<file path="src/rtl/puf_resp_capture.sv">
// ---------------------------------------------------------------------------
// puf_resp_capture
//
// Registers a WIDTH-bit PUF response bus (arbiter / ring-oscillator outputs).
// Every bit is synchronised through a SYNC_STAGES flop chain. A capture
// request waits a settle window, then samples the synchronised bus and
// presents the response with a one-cycle valid pulse and a stability flag.
//
// Optional feature macro: PUF_RESP_MAJORITY_VOTE_EN
//   defined   : NUM_SAMPLES samples are taken and each bit is majority-voted.
//               stable reports whether every bit agreed across all samples.
//   undefined : a single sample is taken (NUM_SAMPLES ignored), out is that
//               sample, and stable is 1 with every out_valid.
//
// Parameters:
//   WIDTH          response bus width (>= 1)
//   SYNC_STAGES    synchroniser depth per bit (>= 2)
//   SETTLE_CYCLES  cycles waited after capture before sampling (>= 1)
//   NUM_SAMPLES    samples per vote, odd, 1..15
//
// Ports:
//   clk        rising-edge clock
//   rst_n      asynchronous active-low reset
//   in         raw asynchronous PUF response bits
//   capture    start request, level-sampled on every clk edge
//   busy       high while a capture is in progress
//   out        captured (voted) response, held until the next out_valid
//   out_valid  one-cycle pulse, out/stable updated this cycle
//   stable     1 = every bit agreed across all samples of the last capture
// ---------------------------------------------------------------------------
module puf_resp_capture #(
  parameter int WIDTH         = 32,
  parameter int SYNC_STAGES   = 2,
  parameter int SETTLE_CYCLES = 4,
  parameter int NUM_SAMPLES   = 5
) (
  input  logic             clk,
  input  logic             rst_n,
  input  logic [WIDTH-1:0] in,
  input  logic             capture,
  output logic             busy,
  output logic [WIDTH-1:0] out,
  output logic             out_valid,
  output logic             stable
);

  // Counter widths. The sample counter must be able to hold NUM_SAMPLES
  // itself because it is incremented on the last sample as well.
  localparam int CNT_W = $clog2(NUM_SAMPLES + 1);
  localparam int SET_W = (SETTLE_CYCLES > 1) ? $clog2(SETTLE_CYCLES) : 1;

`ifdef PUF_RESP_MAJORITY_VOTE_EN
  localparam int EFF_SAMPLES = NUM_SAMPLES;
`else
  localparam int EFF_SAMPLES = 1;
`endif

  localparam logic [SET_W-1:0] SETTLE_LOAD = SET_W'(SETTLE_CYCLES - 1);
  localparam logic [CNT_W-1:0] LAST_SAMPLE = CNT_W'(EFF_SAMPLES - 1);

  typedef enum logic [1:0] {
    IDLE,
    SETTLE,
    SAMPLE,
    DONE
  } state_t;

  state_t             state;
  state_t             state_next;
  logic [WIDTH-1:0]   sync_chain [SYNC_STAGES];
  logic [WIDTH-1:0]   sync;
  logic [SET_W-1:0]   settle_cnt;
  logic [CNT_W-1:0]   sample_cnt;
  logic [WIDTH-1:0]   vote;
  logic               all_agree;
  logic               start;

  // A request is only honoured from IDLE; requests while busy are dropped.
  assign start = (state == IDLE) && capture;
  assign busy  = (state != IDLE);

  // Synchroniser chain, clocked every cycle regardless of the FSM so the
  // synchronised bus is always fresh when the settle window ends.
  always_ff @(posedge clk or negedge rst_n) begin
    if (!rst_n) begin
      for (int s = 0; s < SYNC_STAGES; s++) begin
        sync_chain[s] <= '0;
      end
    end else begin
      sync_chain[0] <= in;
      for (int s = 1; s < SYNC_STAGES; s++) begin
        sync_chain[s] <= sync_chain[s-1];
      end
    end
  end

  assign sync = sync_chain[SYNC_STAGES-1];

  // FSM state register.
  always_ff @(posedge clk or negedge rst_n) begin
    if (!rst_n) begin
      state <= IDLE;
    end else begin
      state <= state_next;
    end
  end

  // FSM next-state logic. DONE always returns to IDLE so a request in the
  // out_valid cycle is picked up on the following edge.
  always_comb begin
    state_next = state;
    case (state)
      IDLE: begin
        if (capture) begin
          state_next = SETTLE;
        end
      end
      SETTLE: begin
        if (settle_cnt == '0) begin
          state_next = SAMPLE;
        end
      end
      SAMPLE: begin
        if (sample_cnt == LAST_SAMPLE) begin
          state_next = DONE;
        end
      end
      DONE: begin
        state_next = IDLE;
      end
      default: begin
        state_next = IDLE;
      end
    endcase
  end

  // Settle and sample counters. The settle counter is loaded with
  // SETTLE_CYCLES-1 so SETTLE lasts exactly SETTLE_CYCLES cycles.
  always_ff @(posedge clk or negedge rst_n) begin
    if (!rst_n) begin
      settle_cnt <= '0;
      sample_cnt <= '0;
    end else begin
      case (state)
        IDLE: begin
          if (capture) begin
            settle_cnt <= SETTLE_LOAD;
            sample_cnt <= '0;
          end
        end
        SETTLE: begin
          if (settle_cnt != '0) begin
            settle_cnt <= settle_cnt - SET_W'(1);
          end
        end
        SAMPLE: begin
          sample_cnt <= sample_cnt + CNT_W'(1);
        end
        default: begin
        end
      endcase
    end
  end

`ifdef PUF_RESP_MAJORITY_VOTE_EN
  localparam logic [CNT_W-1:0] HALF = CNT_W'(NUM_SAMPLES / 2);
  localparam logic [CNT_W-1:0] FULL = CNT_W'(NUM_SAMPLES);

  logic [CNT_W-1:0] ones [WIDTH];

  // Per-bit ones counters, cleared on an accepted request and accumulated
  // once per SAMPLE cycle. They cannot exceed NUM_SAMPLES.
  always_ff @(posedge clk or negedge rst_n) begin
    if (!rst_n) begin
      for (int i = 0; i < WIDTH; i++) begin
        ones[i] <= '0;
      end
    end else if (start) begin
      for (int i = 0; i < WIDTH; i++) begin
        ones[i] <= '0;
      end
    end else if (state == SAMPLE) begin
      for (int i = 0; i < WIDTH; i++) begin
        ones[i] <= ones[i] + CNT_W'(sync[i]);
      end
    end
  end

  // Majority vote per bit; a bit is stable only when all samples agreed.
  always_comb begin
    vote      = '0;
    all_agree = 1'b1;
    for (int i = 0; i < WIDTH; i++) begin
      vote[i] = (ones[i] > HALF);
      if (!((ones[i] == '0) || (ones[i] == FULL))) begin
        all_agree = 1'b0;
      end
    end
  end
`else
  logic [WIDTH-1:0] sample_reg;

  // Single-sample capture: the bus seen in the one SAMPLE cycle is kept
  // and presented unchanged.
  always_ff @(posedge clk or negedge rst_n) begin
    if (!rst_n) begin
      sample_reg <= '0;
    end else if (state == SAMPLE) begin
      sample_reg <= sync;
    end
  end

  always_comb begin
    vote      = sample_reg;
    all_agree = 1'b1;
  end
`endif

  // Result registers, updated on the edge leaving DONE. out and stable hold
  // until the next result; out_valid is a single-cycle pulse.
  always_ff @(posedge clk or negedge rst_n) begin
    if (!rst_n) begin
      out       <= '0;
      stable    <= 1'b0;
      out_valid <= 1'b0;
    end else begin
      out_valid <= 1'b0;
      if (state == DONE) begin
        out       <= vote;
        stable    <= all_agree;
        out_valid <= 1'b1;
      end
    end
  end

endmodule

</file>
<file path="config.mk">
export PLATFORM = sky130hd
export DESIGN_NAME = puf_resp_capture
export DESIGN_NICKNAME = d
export VERILOG_FILES = /design/src/rtl/puf_resp_capture.sv
export SDC_FILE = /design/constraint.sdc
export NUM_CORES = 1
export LEC_CHECK = 0
export BUFFER_PORTS_ARGS = -buffer_cell sky130_fd_sc_hd__buf_2
export CAP_MARGIN = 20
export CORE_AREA = 2 2 91 93
export CTS_CLUSTER_DIAMETER = 200
export DETAILED_ROUTE_END_ITERATION = 16
export DIE_AREA = 0 0 93 95
export GPL_ROUTABILITY_DRIVEN = 0
export PLACE_DENSITY = 0.81
export SLEW_MARGIN = 5
export SYNTH_ARGS = -nofsm -noshare
export SYNTH_HDL_FRONTEND = slang
export SYNTH_SLANG_ARGS = --single-unit
</file>
<file path="constraint.sdc">
create_clock -name clk -period 4.95 [get_ports clk]
set_clock_uncertainty 0.05 [all_clocks]
set_input_delay 0.99 -clock clk [delete_from_list [all_inputs] [get_ports clk]]
set_output_delay 0.99 -clock clk [all_outputs]
set_load 0.02 [all_outputs]
</file>
==> results of run 1 <==
## stage by stage
step                hold WS [ns]  cells
global placement           0.281    417
floorplan                  0.281    250
CTS                        0.298    449
detailed placement         0.285    417
finish                     0.295    449
global route               0.302    449
## synthesized netlist by cell type
cell type	number
a22o_1	2
mux2i_1	1
nor2b_4	1
o21ai_0	2
mux2_4	1
a32o_1	1
dfrtp_1	137
nand2b_1	5
o32a_1	1
ha_1	7
mux2_1	2
buf_4	3
a211oi_2	1
nand2_1	2
buf_6	1
mux2_2	63
a21oi_1	2
nand2b_4	1
inv_1	7
nor2b_1	2
nand3_1	1
nor2_1	2
buf_2	4
or2_2	1
## worst max-delay path, delay by kind of cell, from the launching register on
kind / cells / cell delay [ns]
adders and majority gates: 1 / 0.30
buffers and inverters: 3 / 0.32
DFF: 1 / 0.41
## report_power, final
group	switching, mW	internal, mW
sequential	0.174	1.46
combinational	0.561	0.560
clock	0.453	0.747
## kinds of logic after synthesis
family / share of synthesized area, %
buf+inv: 1.77
mux: 16.7
fa+ha+maj: 1.94
flops: 75.8
simple gates: 2.16
compound gates: 1.55
## layout make-up
type,instances,share of cell area [%]
clock buffer,19,7.96
clock inverter,13,2.62
inverter,7,0.474
multi-input combinational,98,18.3
sequential,137,61.8
tap,105,2.37
timing repair buffer,70,6.47
## per-layer routing
metal | vias up | global-route usage (%) | part of all wire (%)
li1 | 1016 | - | -
met4 | 0 | 7.84 | 0.82
met5 | - | 0 | 0
met2 | 56 | 27.5 | 51
met1 | 1148 | 22.1 | 43
met3 | 4 | 6.15 | 5.2
## path summary, 6_finish.rpt
check / end / depth (start not counted)
worst max-delay path: busy / 4
worst min-delay path: sync[31]$_DFF_PN0_ / 0
worst min register to register: sync[31]$_DFF_PN0_ / 0
worst max register to register: sample_cnt[2]$_DFFE_PN0P_ / 4
min in group asynchronous: sync[11]$_DFF_PN0_ / 1
max in group asynchronous: settle_cnt[1]$_DFFE_PN0P_ / 2
==> metrics.cfg, run 1 <==
[setup_path]
required_ns = 3.91
criticalPathCategory = reg2out
r2r_setup_slack_ns = 2.90
crit_chain = inv_1, ha_1, inv_1, buf_2
crit_path_start_kind = flip-flop
crit_path_frequent_cell = inv_1
endpoint_kind = output port
slowest_stage = dfrtp_1
reg2reg_from = state[0]$_DFFE_PN0P_
critPathMaxFanout = 6
cpPeakStageDelay_ns = 0.41
startpoint = state[0]$_DFFE_PN0P_
cp.arrival_ns = 1.52

[synthesis]
synth-seq-area-share_pct = 75.8
ys_types = 24
synth_top_area_cell = dfrtp_1
synth_top_area_share_pct = 75.8
synthesis.area_um2 = 4520
synth_area_per_cell_um2 = 18.1
yosys_warnings = 0
ys_ff_latch = 137
ys_top_cells_by_area = dfrtp_1 76%, mux2_2 16%, ha_1 1.9%, nand2b_1 0.69%, inv_1 0.58%
synth_nets = 292
netlist_instances = 250

[placement]
dp_hpwl_um = 4000
place_area_um2 = 4960
portBuffers = 69
post-place-ws_ns = 2.73

[route]
drc = 0
via_per_inst = 4.95
via_count = 2224
postRouteAntennaNets = 0
drtPass1Iterations = 4
wl_per_cell_um = 15.4
wl_um = 6930
drt_iter0_drc = 140

[floorplan]
die_x_um = 93
die-area_um2 = 8840
core_area_um2 = 7930
io_pins = 70
die_h_um = 95
num_rows = 33
initial_utilization_pct = 57.0

[finish]
fillers = 522
multi_input_area_um2 = 1020
regArea_um2 = 3430
fin_nets = 373
antenna_cells = 0
syn_to_final_growth_pct = 22.8
final_area_um2 = 5550
final_cell_mix = 137 x dfrtp_1, 68 x buf_2, 63 x mux2_2, 16 x clkbuf_16, 7 x inv_1
drive_gt1_share_pct = 50.0
final_common_cell = dfrtp_1
final_util_pct = 70.0

[sta]
fmax_mhz = 391
rsz0062_at_grt = false
worstMarginPinSlew_ns = 0.952
hold_viol_final = 0
setup-violations-final = 0
fin_crit_sh_pct = 51.7
postLayoutSetupSlackWorst_ns = 2.39
final.setup.tns_ns = 0
maxSlewViolCount = 0
relSlewSlack_pct = 36.5
min_period_ns = 2.56

[global_routing]
antenna_found_initial = 0
overflow = 0
grt_max_degree = 101
grt_pass1_wl_um = 11400
track_usage_pct = 17.4
grt_pass1_vias = 2364

[clocking]
clk_latency_ns = 0.49
ctsHoldBuffers = 0
cts_tree = done
cts.htree.levels = 4
clockBufferDepth = 2
cts_setup_buffers = 0
cts_buffers = 17
root_buffer = clkbuf_8
cts.clk_slew.worst_paths_ns = 0.06
clkSinkCount = 137
cts_resized = 0

[flow_run]
drv_cap = 0

[min_path]
hold_path.class = reg2reg
worstHoldStart = sync_chain[63]$_DFF_PN0_

[pwr]
leakagePower_nw = 2.58
power_density_nw_per_um2 = 712
total_power_mw = 3.95
peakVddDrop_uv = 354

[status]
outcome = completed

(Power assumes the default switching activity.)
==> run 2: changes to the inputs <==
--- a/config.mk
+++ b/config.mk
@@ -7,12 +7,12 @@
 export LEC_CHECK = 0
 export BUFFER_PORTS_ARGS = -buffer_cell sky130_fd_sc_hd__buf_2
 export CAP_MARGIN = 20
-export CORE_AREA = 2 2 91 93
+export CORE_AREA = 2 2 99 101
 export CTS_CLUSTER_DIAMETER = 200
 export DETAILED_ROUTE_END_ITERATION = 16
-export DIE_AREA = 0 0 93 95
+export DIE_AREA = 0 0 101 103
 export GPL_ROUTABILITY_DRIVEN = 0
-export PLACE_DENSITY = 0.81
+export PLACE_DENSITY = 0.73
 export SLEW_MARGIN = 5
 export SYNTH_ARGS = -nofsm -noshare
 export SYNTH_HDL_FRONTEND = slang
==> constraint.sdc (replaced) <==
create_clock -name clk -period 2.2 [get_ports clk]
set_clock_uncertainty 0.05 [all_clocks]
set_input_delay 0.44 -clock clk [delete_from_list [all_inputs] [get_ports clk]]
set_output_delay 0.44 -clock clk [all_outputs]
set_load 0.02 [all_outputs]
==> run 2 against run 1 <==
  * Register-to-register slack lost 2.5 ns
  * Critical path depth unchanged
  * Wire length is 11% higher
  * Critical endpoint unchanged
  * Die area is 18% higher
==> metrics.cfg, run 2 (synthesis results as in run 1) <==
[status]
outcome = completed

[clocking]
cts_buffers = 17
clkSinkCount = 137
clk_latency_ns = 0.51
cts.htree.levels = 4
cts_tree = done
cts.clk_slew.worst_paths_ns = 0.06
cts_setup_buffers = 0
clockBufferDepth = 2
root_buffer = clkbuf_8

[floorplan]
die-area_um2 = 10400
initial_utilization_pct = 47.8
die_x_um = 101
num_rows = 36
die_h_um = 103
io_pins = 70
core_area_um2 = 9460

[finish]
final_common_cell = dfrtp_1
fin_nets = 411
regArea_um2 = 3430
fillers = 670
syn_to_final_growth_pct = 31.4
drive_gt1_share_pct = 45.5
multi_input_area_um2 = 1020
antenna_cells = 0
final_cell_mix = 137 x dfrtp_1, 68 x buf_2, 63 x mux2_2, 33 x dlygate4sd3_1, 16 x clkbuf_16

[setup_path]
reg2regPathDepth = 5
criticalPathCategory = reg2out
cp.arrival_ns = 1.54
critPathMaxFanout = 6
required_ns = 1.71
r2r-end = sample_cnt[2]$_DFFE_PN0P_
r2r_setup_slack_ns = 0.40
critPathCapture = busy
crit_path_start_kind = flip-flop
reg2reg_from = state[0]$_DFFE_PN0P_
endpoint_kind = output port
startpoint = state[1]$_DFFE_PN0P_

[global_routing]
antenna_found_initial = 0
grt_pass1_wl_um = 12600
track_usage_pct = 16.5
grt_pass1_vias = 2576
overflow = 0
grt_max_degree = 60

[pwr]
power_density_nw_per_um2 = 1510
leakagePower_nw = 2.74
peakVddDrop_uv = 953

[sta]
relSlewSlack_pct = 63.3
min_period_ns = 2.03
worstMarginPinSlew_ns = 0.550
maxSlewViolCount = 0
final.setup.tns_ns = 0
hold_viol_final = 0
fin_crit_sh_pct = 92.2
rsz0062_at_grt = false
setup-violations-final = 0
fmax_mhz = 493
timing.hold.ws_ns = 0.294

[route]
drc = 0
drt_iter0_drc = 82
wl_per_cell_um = 15.5
wl_um = 7670
via_count = 2406
drtPass1Iterations = 4
via_per_inst = 4.87
postRouteAntennaNets = 0

[placement]
dp_hpwl_um = 4470
portBuffers = 69

[flow_run]
drv_cap = 0

[min_path]
hold_path.class = reg2reg
worstHoldStart = sync_chain[56]$_DFF_PN0_

-- run 2: routing by layer --
metal  part of all wire (%)  GRT usage, %
met1                     44          21.3
met2                     50          25.1
met3                    4.6          6.37
met4                    1.0          6.96
met5                      0             0
-- run 2: metrics by stage --
stage	cell area [um^2]	utilization, %	setup slack, ns	power, mW	instances
after detailed placement	5050	53.4	0.417	6.32	431
after floorplan	4520	-	0.647	5.51	250
final	5940	62.8	0.172	8.99	494
after global placement	5050	53.4	0.471	6.19	431
after CTS	5940	62.8	0.0681	9.08	494
after global routing	5940	62.8	0.0741	9.50	494
-- run 2: worst min path at each step --
| stage | endpoint | slack (ns) | cells past startpoint |
|---|---|---|---|
| 4_1_cts | sample_cnt[0]$_DFFE_PN0P_ | 0.29 | 4 |
| 3_3_place_gp | sync[29]$_DFF_PN0_ | 0.28 | 0 |
| 5_1_grt | sync[3]$_DFF_PN0_ | 0.30 | 0 |
| 6_report | sync[24]$_DFF_PN0_ | 0.29 | 0 |
| 3_5_place_dp | sync[10]$_DFF_PN0_ | 0.28 | 0 |
| 2_1_floorplan | out[0]$_DFFE_PN0P_ | 0.09 | 0 |
-- run 2: cell type report --
| cell class | count | share of cell area, % |
|---|---|---|
| Timing Repair Buffer | 108 | 12.9 |
| Tap cell | 114 | 2.40 |
| Clock buffer | 23 | 7.85 |
| Sequential cell | 137 | 57.7 |
| Inverter | 7 | 0.442 |
| Clock inverter | 7 | 1.58 |
| Multi-Input combinational cell | 98 | 17.2 |
-- run 2: critical path: stages, from the launching register on --
cell     delay [ns]
dfrtp_1        0.42
inv_1          0.11
ha_2           0.26
inv_1          0.08
buf_2          0.16
-- run 2: repair_timing --
action,CTS,global route
resized for setup,0,1
hold buffers,33,0
endpoints found under the hold margin,89,0
setup endpoints to repair,0,1
-- run 2: power by group --
| part | total (mW) | internal (mW) | switching (mW) | leakage (nW) |
|---|---|---|---|---|
| registers | 3.66 | 3.28 | 0.384 | 1.61 |
| logic | 2.66 | 1.37 | 1.29 | 0.863 |
| clock network | 2.66 | 1.69 | 0.975 | 0.270 |
